`src/rtl/sapu_pkg.sv`:
```
// Shared SAP-U definitions: default widths, loader state encoding and the
// parity helper used by the RAM (and by anything that needs to predict it).
package sapu_pkg;

  localparam int SAPU_DATA_W = 8;
  localparam int SAPU_ADDR_W = 4;

  typedef enum logic [1:0] {
    ST_IDLE = 2'd0,
    ST_LOAD = 2'd1,
    ST_DONE = 2'd2
  } loader_state_e;

  // Even-parity bit of a word; narrower words are zero-extended by the caller,
  // which leaves the XOR reduction unchanged.
  function automatic logic even_par(input logic [63:0] d);
    return ^d;
  endfunction

endpackage

```
`src/rtl/sapu_ram_array.sv`:
```
// DEPTH-word storage, one synchronous write port, asynchronous read port.
// With SAPU_RAM_PARITY_EN a parity bit is stored per word and checked on read.
module sapu_ram_array
  import sapu_pkg::*;
#(
  parameter int DATA_W = SAPU_DATA_W,
  parameter int ADDR_W = SAPU_ADDR_W
) (
  input  logic              clk,
  input  logic              we,
  input  logic [ADDR_W-1:0] waddr,
  input  logic [DATA_W-1:0] wdata,
  input  logic [ADDR_W-1:0] raddr,
  output logic [DATA_W-1:0] rdata
`ifdef SAPU_RAM_PARITY_EN
  ,
  output logic              rd_par_err
`endif
);

  localparam int DEPTH = 2 ** ADDR_W;

  logic [DATA_W-1:0] mem [DEPTH];

  // Data write; contents are intentionally never reset.
  always_ff @(posedge clk) begin
    if (we) mem[waddr] <= wdata;
  end

  assign rdata = mem[raddr];

`ifdef SAPU_RAM_PARITY_EN
  logic par_mem [DEPTH];

  // Parity bit is generated on every write, whatever the source.
  always_ff @(posedge clk) begin
    if (we) par_mem[waddr] <= even_par(64'(wdata));
  end

  assign rd_par_err = even_par(64'(mem[raddr])) ^ par_mem[raddr];
`endif

endmodule

```
`src/rtl/sapu_ram_loader.sv`:
```
// SAP-U main memory: RAM, MAR and sequential program loader.
// Optional feature macro: SAPU_RAM_PARITY_EN (adds stored parity + parity_err).
module sapu_ram_loader
  import sapu_pkg::*;
#(
  parameter int DATA_W = SAPU_DATA_W,
  parameter int ADDR_W = SAPU_ADDR_W
) (
  input  logic              clk,
  input  logic              clear_n,
  input  logic              prog_mode,
  input  logic [ADDR_W-1:0] prog_base,
  input  logic [DATA_W-1:0] prog_data,
  input  logic              prog_valid,
  output logic              prog_ready,
  output logic              prog_done,
  input  logic [DATA_W-1:0] bus_in,
  input  logic              load_addr,
  input  logic              write_en,
  input  logic              output_enable,
  output logic [DATA_W-1:0] bus_out,
  output logic [ADDR_W-1:0] mar
`ifdef SAPU_RAM_PARITY_EN
  ,
  output logic              parity_err
`endif
);

  localparam int DEPTH = 2 ** ADDR_W;
  localparam logic [ADDR_W-1:0] LAST_ADDR = ADDR_W'(DEPTH - 1);

  loader_state_e     state, state_nxt;
  logic [ADDR_W-1:0] mar_nxt;
  logic              mem_we;
  logic [DATA_W-1:0] mem_wdata;
  logic [DATA_W-1:0] rdata;

  // State and MAR register; clear_n wins over everything.
  always_ff @(posedge clk) begin
    if (!clear_n) begin
      state <= ST_IDLE;
      mar   <= '0;
    end else begin
      state <= state_nxt;
      mar   <= mar_nxt;
    end
  end

  // Next state, next MAR and the single write request (run or loader).
  // Writes always target the pre-edge MAR, so a combined load_addr+write_en
  // writes the old address.
  always_comb begin
    state_nxt = state;
    mar_nxt   = mar;
    mem_we    = 1'b0;
    mem_wdata = bus_in;
    unique case (state)
      ST_IDLE: begin
        if (prog_mode) begin
          mar_nxt   = prog_base;
          state_nxt = ST_LOAD;
        end else begin
          mem_we = write_en;
          if (load_addr) mar_nxt = bus_in[ADDR_W-1:0];
        end
      end
      ST_LOAD: begin
        if (!prog_mode) begin
          state_nxt = ST_IDLE;
        end else if (prog_valid) begin
          mem_we    = 1'b1;
          mem_wdata = prog_data;
          if (mar == LAST_ADDR) state_nxt = ST_DONE;
          else                  mar_nxt   = mar + 1'b1;
        end
      end
      ST_DONE: begin
        if (!prog_mode) state_nxt = ST_IDLE;
      end
      default: state_nxt = ST_IDLE;
    endcase
    // A beat presented while clear_n is low must not land in memory.
    if (!clear_n) mem_we = 1'b0;
  end

  // Moore handshake outputs and the gated read bus.
  always_comb begin
    prog_ready = (state == ST_LOAD);
    prog_done  = (state == ST_DONE);
    bus_out    = output_enable ? rdata : '0;
  end

`ifdef SAPU_RAM_PARITY_EN
  logic rd_par_err;
`endif

  sapu_ram_array #(
    .DATA_W(DATA_W),
    .ADDR_W(ADDR_W)
  ) u_ram (
    .clk       (clk),
    .we        (mem_we),
    .waddr     (mar),
    .wdata     (mem_wdata),
    .raddr     (mar),
    .rdata     (rdata)
`ifdef SAPU_RAM_PARITY_EN
    ,
    .rd_par_err(rd_par_err)
`endif
  );

`ifdef SAPU_RAM_PARITY_EN
  // Registered parity check of the word being driven; quiet when not reading.
  always_ff @(posedge clk) begin
    if (!clear_n) parity_err <= 1'b0;
    else          parity_err <= output_enable & rd_par_err;
  end
`endif

endmodule

```
`config.mk`:
```
export PLATFORM = sky130hd
export DESIGN_NAME = sapu_ram_loader
export DESIGN_NICKNAME = d
export VERILOG_FILES = /design/src/rtl/sapu_pkg.sv /design/src/rtl/sapu_ram_array.sv /design/src/rtl/sapu_ram_loader.sv
export SDC_FILE = /design/constraint.sdc
export NUM_CORES = 1
export LEC_CHECK = 0
export CAP_MARGIN = 10
export CORE_MARGIN = 8
export CORE_UTILIZATION = 58
export CTS_CLUSTER_DIAMETER = 150
export DETAILED_ROUTE_END_ITERATION = 12
export HOLD_SLACK_MARGIN = 0.02
export PLACE_DENSITY = 0.79
export SETUP_SLACK_MARGIN = 0.2
export SKIP_LAST_GASP = 1
export SYNTH_ARGS = -nofsm -noshare
export SYNTH_HDL_FRONTEND = slang
export SYNTH_SLANG_ARGS = --single-unit
export TNS_END_PERCENT = 30
```
`constraint.sdc`:
```
create_clock -name clk -period 2.97 [get_ports clk]
set_clock_uncertainty 0.05 [all_clocks]
set_input_delay 0.891 -clock clk [delete_from_list [all_inputs] [get_ports clk]]
set_output_delay 0.891 -clock clk [all_outputs]
set_load 0.005 [all_outputs]
```
== Yosys cells after proc, flatten, opt, wreduce, memory -nomap -nowiden ==
Memories as Yosys holds them, arrays and structs flattened. A register that Yosys moved wholly into a read port is not among the register bits.
Index checks and enable logic that the tools add are counted.

* Equal/unequal tests: 11
* Add/sub/neg operators: 1
* Mux-type cells: 25
* Reduce and logical (&&, ||, !) cells: 4

{| class="wikitable"
|+ Operator list
! kind !! number
|-
| $mux 8 || 4
|-
| $mux 4 || 7
|-
| $mux 2 || 5
|-
| $ne 2x2->1 const B || 5
|-
| $pmux 4 s2 || 1
|-
| $mux 1 || 6
|-
| $ne 3x3->1 const B || 2
|-
| $pmux 2 s3 || 1
|-
| $reduce_and 5->1 || 1
|-
| $add 4x1->4 const B || 1
|-
| $eq 4x4->1 const B || 1
|-
| $reduce_and 4->1 || 1
|-
| $ne 3x2->1 const B || 1
|-
| $eq 2x1->1 const B || 1
|-
| $eq 2x2->1 const B || 1
|-
| $logic_not 2->1 || 1
|-
| $pmux 1 s2 || 1
|-
| $reduce_bool 2->1 || 1
|}

* Input bits: 27
* Register bits after elaboration: 6
* Output and inout port bits: 14
* Logic and storage cells: 44
* Bits in writable memories: 128
* Memories: 1

{| class="wikitable"
|+ Memory list
! name !! depth !! bits a word !! rd ports !! clocked after memory_dff !! write ports !! line !! source
|-
| u_ram.mem || 16 || 8 || 1 || 1 || 1 || sapu_ram_array.sv:23 || <nowiki>logic [DATA_W-1:0] mem [DEPTH];</nowiki>
|}

== Longest topological paths before layout ==
* Word-level depth: 7
* Mapped depth: 7
* Mapped depth without buffers: 5

== Hierarchy ==
From an unflattened synthesis, not the netlist that was laid out.

* Cell total of the unflattened synthesis: 287
* Area total of the unflattened synthesis: 5571.6 µm²

{| class="wikitable"
|+ By module, submodules not included
! module !! seq. area each (µm²) !! area an instance (µm²) !! instances !! cells an instance
|-
| sapu_ram_array || 3843.7 || 4987.3 || 1 || 221
|-
| sapu_ram_loader || 120.1 || 584.3 || 1 || 66
|}

== Worst setup path after synthesis ==
OpenSTA, ideal clock, no wires.

* Path kind: input port to flip-flop
* Start: in prog_mode
* End: mem u_ram.mem[0][0] (netlist bit) (enable)
* Data required time: 2537 ps
* Stages: 5
* Path slack: 196 ps
* Data arrival time: 2341 ps
* Setup time: 383 ps
* Path buffers: 1
* Path through: buf_4 -> or3b_1 -> a21oi_2 -> nand2_1 -> nor3_1

* Word-level cells in the longest chain between the ends: 5
* Elaborated cells between the ends (all ways): 6
* Classes of those cells: 6 x mux

{| class="wikitable"
|+ Ends and longest elaborated chain
! what !! line !! source
|-
| from (decl) || sapu_ram_loader.sv:11 || <nowiki>input logic prog_mode,</nowiki>
|-
| $mux 1 (on tied branches) || sapu_ram_loader.sv:68, sapu_ram_loader.sv:59 ||
|-
| $pmux 1 s2 (*) || sapu_ram_loader.sv:57 || <nowiki>unique case (state)</nowiki>
|-
| $mux 1 (*) || sapu_ram_loader.sv:83 || <nowiki>if (!clear_n) mem_we = 1'b0;</nowiki>
|-
| $mux 1 (*) || sapu_ram_array.sv:27 || <nowiki>if (we) mem[waddr] <= wdata;</nowiki>
|-
| $mux 1 (implied by the code) (*) || sapu_ram_array.sv:27 ||
|-
| to (decl) || sapu_ram_array.sv:23 ||
|}

Mark *: on every way between the ends. The rest lies on a longest branch, timed or not.

==> reports/results.tsv <==
stage	metric	value	unit
worst_setup_path	endpoint_kind	output port	
sta	tns	-154.2	ps
floorplan	start_util	59.71	%
yosys	synthTopCellsByArea	edfxtp_1, mux2i_1, dfxtp_1, a22oi_1, mux4_2	
worst_setup_path	rrSetupSlack	940	ps
worst_setup_path	timing.rr.end	u_ram.mem[3][6]	
grt	grt_pass1_vias	3518	
drt	via_count	3434	
yosys	synth.most_common_cell	edfxtp_1	
power_and_ir_drop	vdd_drop_max	0.0004264	V
worst_setup_path	cp_num_buf_inv	4	
yosys	synth_top_area_share	66.16	%
clock_network	ctsHoldBuffers	0	
floorplan	io_pins	41	
grt	grt_pass1_wl	19.79	mm
clock_network	cts_max_level	4	
outcome	violations	negative setup slack	
layout	antenna_cells	0	
drt	drt_pass1_iterations	4	
min_path	min_to	state[0]	
sta	min_period_over_period	101.7	%
power_and_ir_drop	powerDensity	642.7	nW/um2
sta	final_hold_viol_count	0	
yosys	async_flop_share	0	%
drt	routed_wirelength	12.96	mm
placement	dp_hpwl	7.943	mm
yosys	synth_seq_area_share	69.61	%
layout	seqCellArea	4049	um2
worst_setup_path	cp_max_fo	7	
min_path	hp-start	state[1]	
sta	rsz0062_at_grt	true	
worst_setup_path	critPathKind	flip-flop to output port	
grt	grt_max_degree	17	
floorplan	die_w	116.1	um
worst_setup_path	crit_chain	buf_12, buf_16, buf_6, mux2i_1, a22oi_1, nand3_1, o21ai_1, buf_2	
layout	stdcell_count	580	
layout	area_growth	25.48	%
layout	nets	466	
layout	nFillCells	593	
worst_setup_path	r2r_start	state[0]	
sta	maxSlewViolCount	0	
yosys	syn_nets	392	
worst_setup_path	cpMaxStageDelayCell	dfxtp_4	
drt	first_iter_violations	456	
sta	tightest_slew	495.2	ps
sta	timing.slew.headroom	66.92	%
layout	drive_gt1_share	25.73	%
sta	setup_viol	6	
drt	drc	0	
worst_setup_path	crit_arrival	2080	ps
floorplan	rows	36	
yosys	synth_warnings	0	
clock_network	cts_buffer_depth	2	
yosys	netlist_instances	360	
grt	antenna_found_initial	0	
worst_setup_path	reg2regPathDepth	5	
placement	dpl.cell_count	544	
clock_network	root_buffer	clkbuf_8	
floorplan	fp.dieH	116.1	um
layout	multi_input_area	1754	um2
yosys	synth_seq_cells	138	
sta	max_freq	331.1	MHz
sta	worst_slack	-50.36	ps
clock_network	clock_latency	520	ps
drt	drt-wirelength-per-cell	22.35	um
floorplan	core_area	9729	um2
outcome	status	complete, but fails checks	
worst_setup_path	cp_top_family	buffers and inverters	
placement	portBuffers	40	
worst_setup_path	slowest_delay	360	ps
clock_network	clk_pin_slew	60	ps
clock_network	cts_tree	done	
yosys	synth_cell_types	38	
power_and_ir_drop	p_leak	2.529	nW
sta	final.min_clock_period	3020	ps
drt	vias_per_cell	5.921	
sta	whs	552.8	ps
grt	grt_util_all_layers	20.58	%
placement	dpl-instance-area	6507	um2
yosys	synth.avg_cell_area	16.14	um2
yosys	netlist_top_cells_count	edfxtp_1, mux2i_1, a22oi_1	
min_path	hold_path.class	flip-flop to flip-flop	
clock_network	cts_buffers	17	
yosys	yosysTopAreaCell	edfxtp_1	
floorplan	dieArea	13470	um2
worst_setup_path	critPathLaunchType	flip-flop	
clock_network	cts.sinks	138	
power_and_ir_drop	power	4.685	mW
min_path	min_path_cells	1	
yosys	synth_edf_count	128	
layout	stdcell_area	7289	um2
yosys	synth_area	5809	um2
placement	gp_congestion	0.8188	
grt	gr-total-overflow	0	
yosys	synth_ff_type	edfxtp_1	
worst_setup_path	worst_ep_required_time	2030	ps
drt	antenna_left	0	
flow_run	cap_violations	0	
==> registers in the layout, summed over array words and instances, names as in the netlist, named ones only <==
signal,count
state,2
mar,4
u_ram.mem,128
==> where the power goes <==
group | internal [mW] | leakage (nW) | switching [mW]
logic | 0.242 | 1.00 | 0.245
registers | 2.15 | 1.23 | 0.0258
clock network | 1.31 | 0.290 | 0.711
total | 3.70 | 2.53 | 0.982
==> routing by layer <==
layer	wire length [um]	vias up	global-route usage (%)	share of wire (%)
li1	-	1551	-	-
met1	5311	1698	25.86	41
met2	6488	168	33.14	50
met3	975	17	6.462	7.5
met4	185	0	6.914	1.4
met5	0	-	0	0
==> kinds of logic after synthesis <==
kind of cell    synth area share, %
flops                         69.61
simple gates                  6.914
mux                           13.68
compound gates                6.375
buf+inv                       2.347
fa+ha+maj                     1.077
==> stage by stage <==
stage | utilization, % | worst slack [ps]
6_report | 74.92 | -50.36
5_1_grt | 74.92 | -102.8
4_1_cts | 74.51 | -37.23
3_5_place_dp | 66.89 | -467.5
3_3_place_gp | 66.89 | -426.3
2_1_floorplan | - | 196.8
==> cell usage in the layout, fill, tap and decap left out, drive strengths merged, types with 4 or more instances in the layout <==
cell | Yosys | routed
edfxtp | 128 | 128
mux2i | 52 | 52
buf | 10 | 39
clkdlybuf4s50 | 0 | 32
a22oi | 24 | 24
clkbuf | 7 | 22
nand2 | 19 | 19
nor2 | 18 | 18
o21ai | 13 | 13
nand3 | 13 | 13
nand2b | 12 | 12
dfxtp | 10 | 10
mux4 | 8 | 8
mux2 | 8 | 8
a21boi | 8 | 8
clkinv | 0 | 7
ha | 5 | 5
nor3 | 5 | 5
nor2b | 4 | 4
==> how the worst max path moves through the flow <==
stage             startpoint         endpoint  slack (ps)  depth (start not counted)
2_1_floorplan      prog_mode  u_ram.mem[2][0]         200                          5
3_3_place_gp   output_enable       bus_out[6]        -430                          6
3_5_place_dp   output_enable       bus_out[6]        -470                          6
4_1_cts            flip-flop       bus_out[4]         -40                          7
5_1_grt            flip-flop       bus_out[4]        -100                          7
6_report           flip-flop       bus_out[3]         -50                          8
==> what timing repair did <==
| action | 4_1_cts | 5_1_grt |
|---|---|---|
| pin swaps | 17 | 9 |
| endpoints found under the setup margin | 9 | 11 |
| resized for setup | 65 | 10 |
| hold endpoints to repair | 0 | 0 |
| setup buffers | 2 | 0 |
| gates cloned | 2 | 0 |
==> cell type report <==
cell class / instances / share of cell area [%]
clock buffers: 22 / 6.214
clock inverters: 10 / 1.699
inverters: 3 / 0.1545
multi-input cells: 202 / 24.06
flip-flops and latches: 138 / 55.54
well taps: 133 / 2.283
repair buffers: 72 / 10.04
(Power assumes the default switching activity.)
==> RTL edit: new RTL, same flow settings <==
The option `SAPU_RAM_PARITY_EN` is turned on by a define.
--- a/src/rtl/sapu_ram_array.sv
+++ b/src/rtl/sapu_ram_array.sv
@@ -2,2 +2,4 @@
 // With SAPU_RAM_PARITY_EN a parity bit is stored per word and checked on read.
+`define SAPU_RAM_PARITY_EN
+
 module sapu_ram_array
Check against the original RTL (old outputs only; new: parity_err): equivalent (Yosys induction, for registers that start in step).
==> RTL edit against the original RTL <==
The run still ends with setup timing left. Sequential cell count rose by 17. Power rose by 17%. Sequential power rose by 14%. Cell area rose by 16%. Fmax fell by 15%. Synthesized area rose by 11%. Setup slack got worse by 540 ps. Non-clock buffer count rose by 66. Global-route usage rose by 2.1 points. Routed wire length rose by 29%. Critical path type unchanged. Largest power group unchanged.
==> RTL edit: results <==
synthesis:
  synth_commonest_cells: "144 x edfxtp_1, 38 x mux4_2, 17 x nor2_1, 12 x mux2i_1, 12 x nand2_1"
  synth_fp_nets: 361
  synth.avg_cell_area_sq_um: 19.6
  synth_edf_count: 144
  yosys_most_used_dff: "edfxtp_1"
  synth-compound-area-share: 0.0165
  synthArstFlopShare: 0
  yosys.area_share.adder: 0.00775
  synth-xor-area-share: 0.0266
  synth_seq_area_share: 0.704
  synth.area.top_cells: "edfxtp_1 67%, mux4_2 13%, dfxtp_1 3.4%, mux2i_1 1.9%, mux4_1 1.6%"
  synth.area.mux_share: 0.181
global_route:
  antenna_found_initial: 1
  grt_pass1_vias: 4019
  grt_max_degree: 26
  grt_pass1_wl_um: 24100
  track_usage: 0.227
clocking:
  clkTransAtPathRegs_ps: 60
  root_buffer: "clkbuf_8"
  htreeDepth: 4
place:
  port_buffers: 41
  post_dp_cell_area_sq_um: 7490
  hpwl_um: 9660
  gp_congestion: 0.869
  dp_cells: 562
routing:
  wire_per_inst_um: 26.6
  via_count: 3937
  first_iter_violations: 380
  firstDrtPassIters: 5
  routed_via_density: 6.28
pwr:
  vdd_drop_max_mv: 0.545
  leakagePower_nw: 2.99
timing:
  setup_violations: 9
  worst_slew_pin_slew_ps: 459
  finalWorstSetupSlack_ps: -585
  finalSetupTns_ps: -3700
final_layout:
  final_area_sq_um: 8470
  fillCellCount: 554
  layout.nets: 505
  largestRegisters: "u_ram.mem: 128 flops, u_ram.par_mem: 16 flops, mar: 4 flops"
  layout-drive-gt1-share: 0.421
status:
  violations: "setup timing"
  status: "complete, but fails checks"
setup_path:
  cp.arrival_ps: 2610
  cp_max_fo: 5
## RTL edit: changes by cell type after synthesis, sizes merged, moves of 7 or more
cell    unedited run  this run
a22oi             24         3
edfxtp           128       144
mux2i             52        12
mux4               8        42
nand2             19        12
nand2b            12         4
o21ai             13         4
## RTL edit: cell type report
cell class / count / share of cell area
clock buffers: 21 / 0.0530
well taps: 140 / 0.0207
repair buffers: 138 / 0.150
inverters: 3 / 0.00133
clock inverters: 11 / 0.0168
flip-flops and latches: 155 / 0.537
multi-input cells: 159 / 0.221
## RTL edit: critical path: stages, from the launching register on
cell and delay (ps):
dfxtp_4 380, buf_12 110, buf_12 120, buf_6 100, mux4_2 540, mux4_2 550, and2_4 170, buf_6 110
## RTL edit: final timing paths
path / end / slack (ps) / cells after the start / from
worst max-delay path: bus_out[1] / -590 / 7 / flip-flop
worst max register to register: parity_err / -490 / 16 / flip-flop
worst min-delay path: state[0] / 460 / 1 / state[1]
worst min register to register: state[0] / 460 / 1 / state[1]
## RTL edit: cell families (layout without fill, tap and decap cells)
family / after synthesis / in the layout
AOI/OAI and AO/OA: 15 / 15
muxes: 62 / 62
xor gates and xnor gates: 14 / 14
and+or+nand+nor: 64 / 64
adders and majority gates: 4 / 4
buffers and inverters: 16 / 173
DFF: 155 / 155
## RTL edit: where the power goes
part	switching (mW)	internal, mW	leakage, nW
clock network	0.827	1.32	0.288
logic	0.349	0.479	1.31
registers	0.0272	2.45	1.39
## RTL edit: per-stage QoR
stage	hold slack [ps]	total power, mW	setup slack (ps)
floorplan	390	2.89	-28.9
global placement	431	3.14	-200
detailed placement	445	3.16	-244
CTS	455	5.40	-419
global route	470	5.60	-641
finish	458	5.46	-585
## RTL edit: timing repair
| action | 4_1_cts | 5_1_grt |
|---|---|---|
| gates cloned | 2 | 0 |
| resized for setup | 51 | 15 |
| setup endpoints to repair | 9 | 26 |
| buffers inserted | 23 | 8 |
| pin swaps | 12 | 3 |
| hold buffers | 0 | 0 |
## RTL edit: routing by layer
metal	track usage	routed length (um)
met1	0.288	6530
met2	0.363	8170
met3	0.0689	1610
met4	0.0871	342
met5	0	13
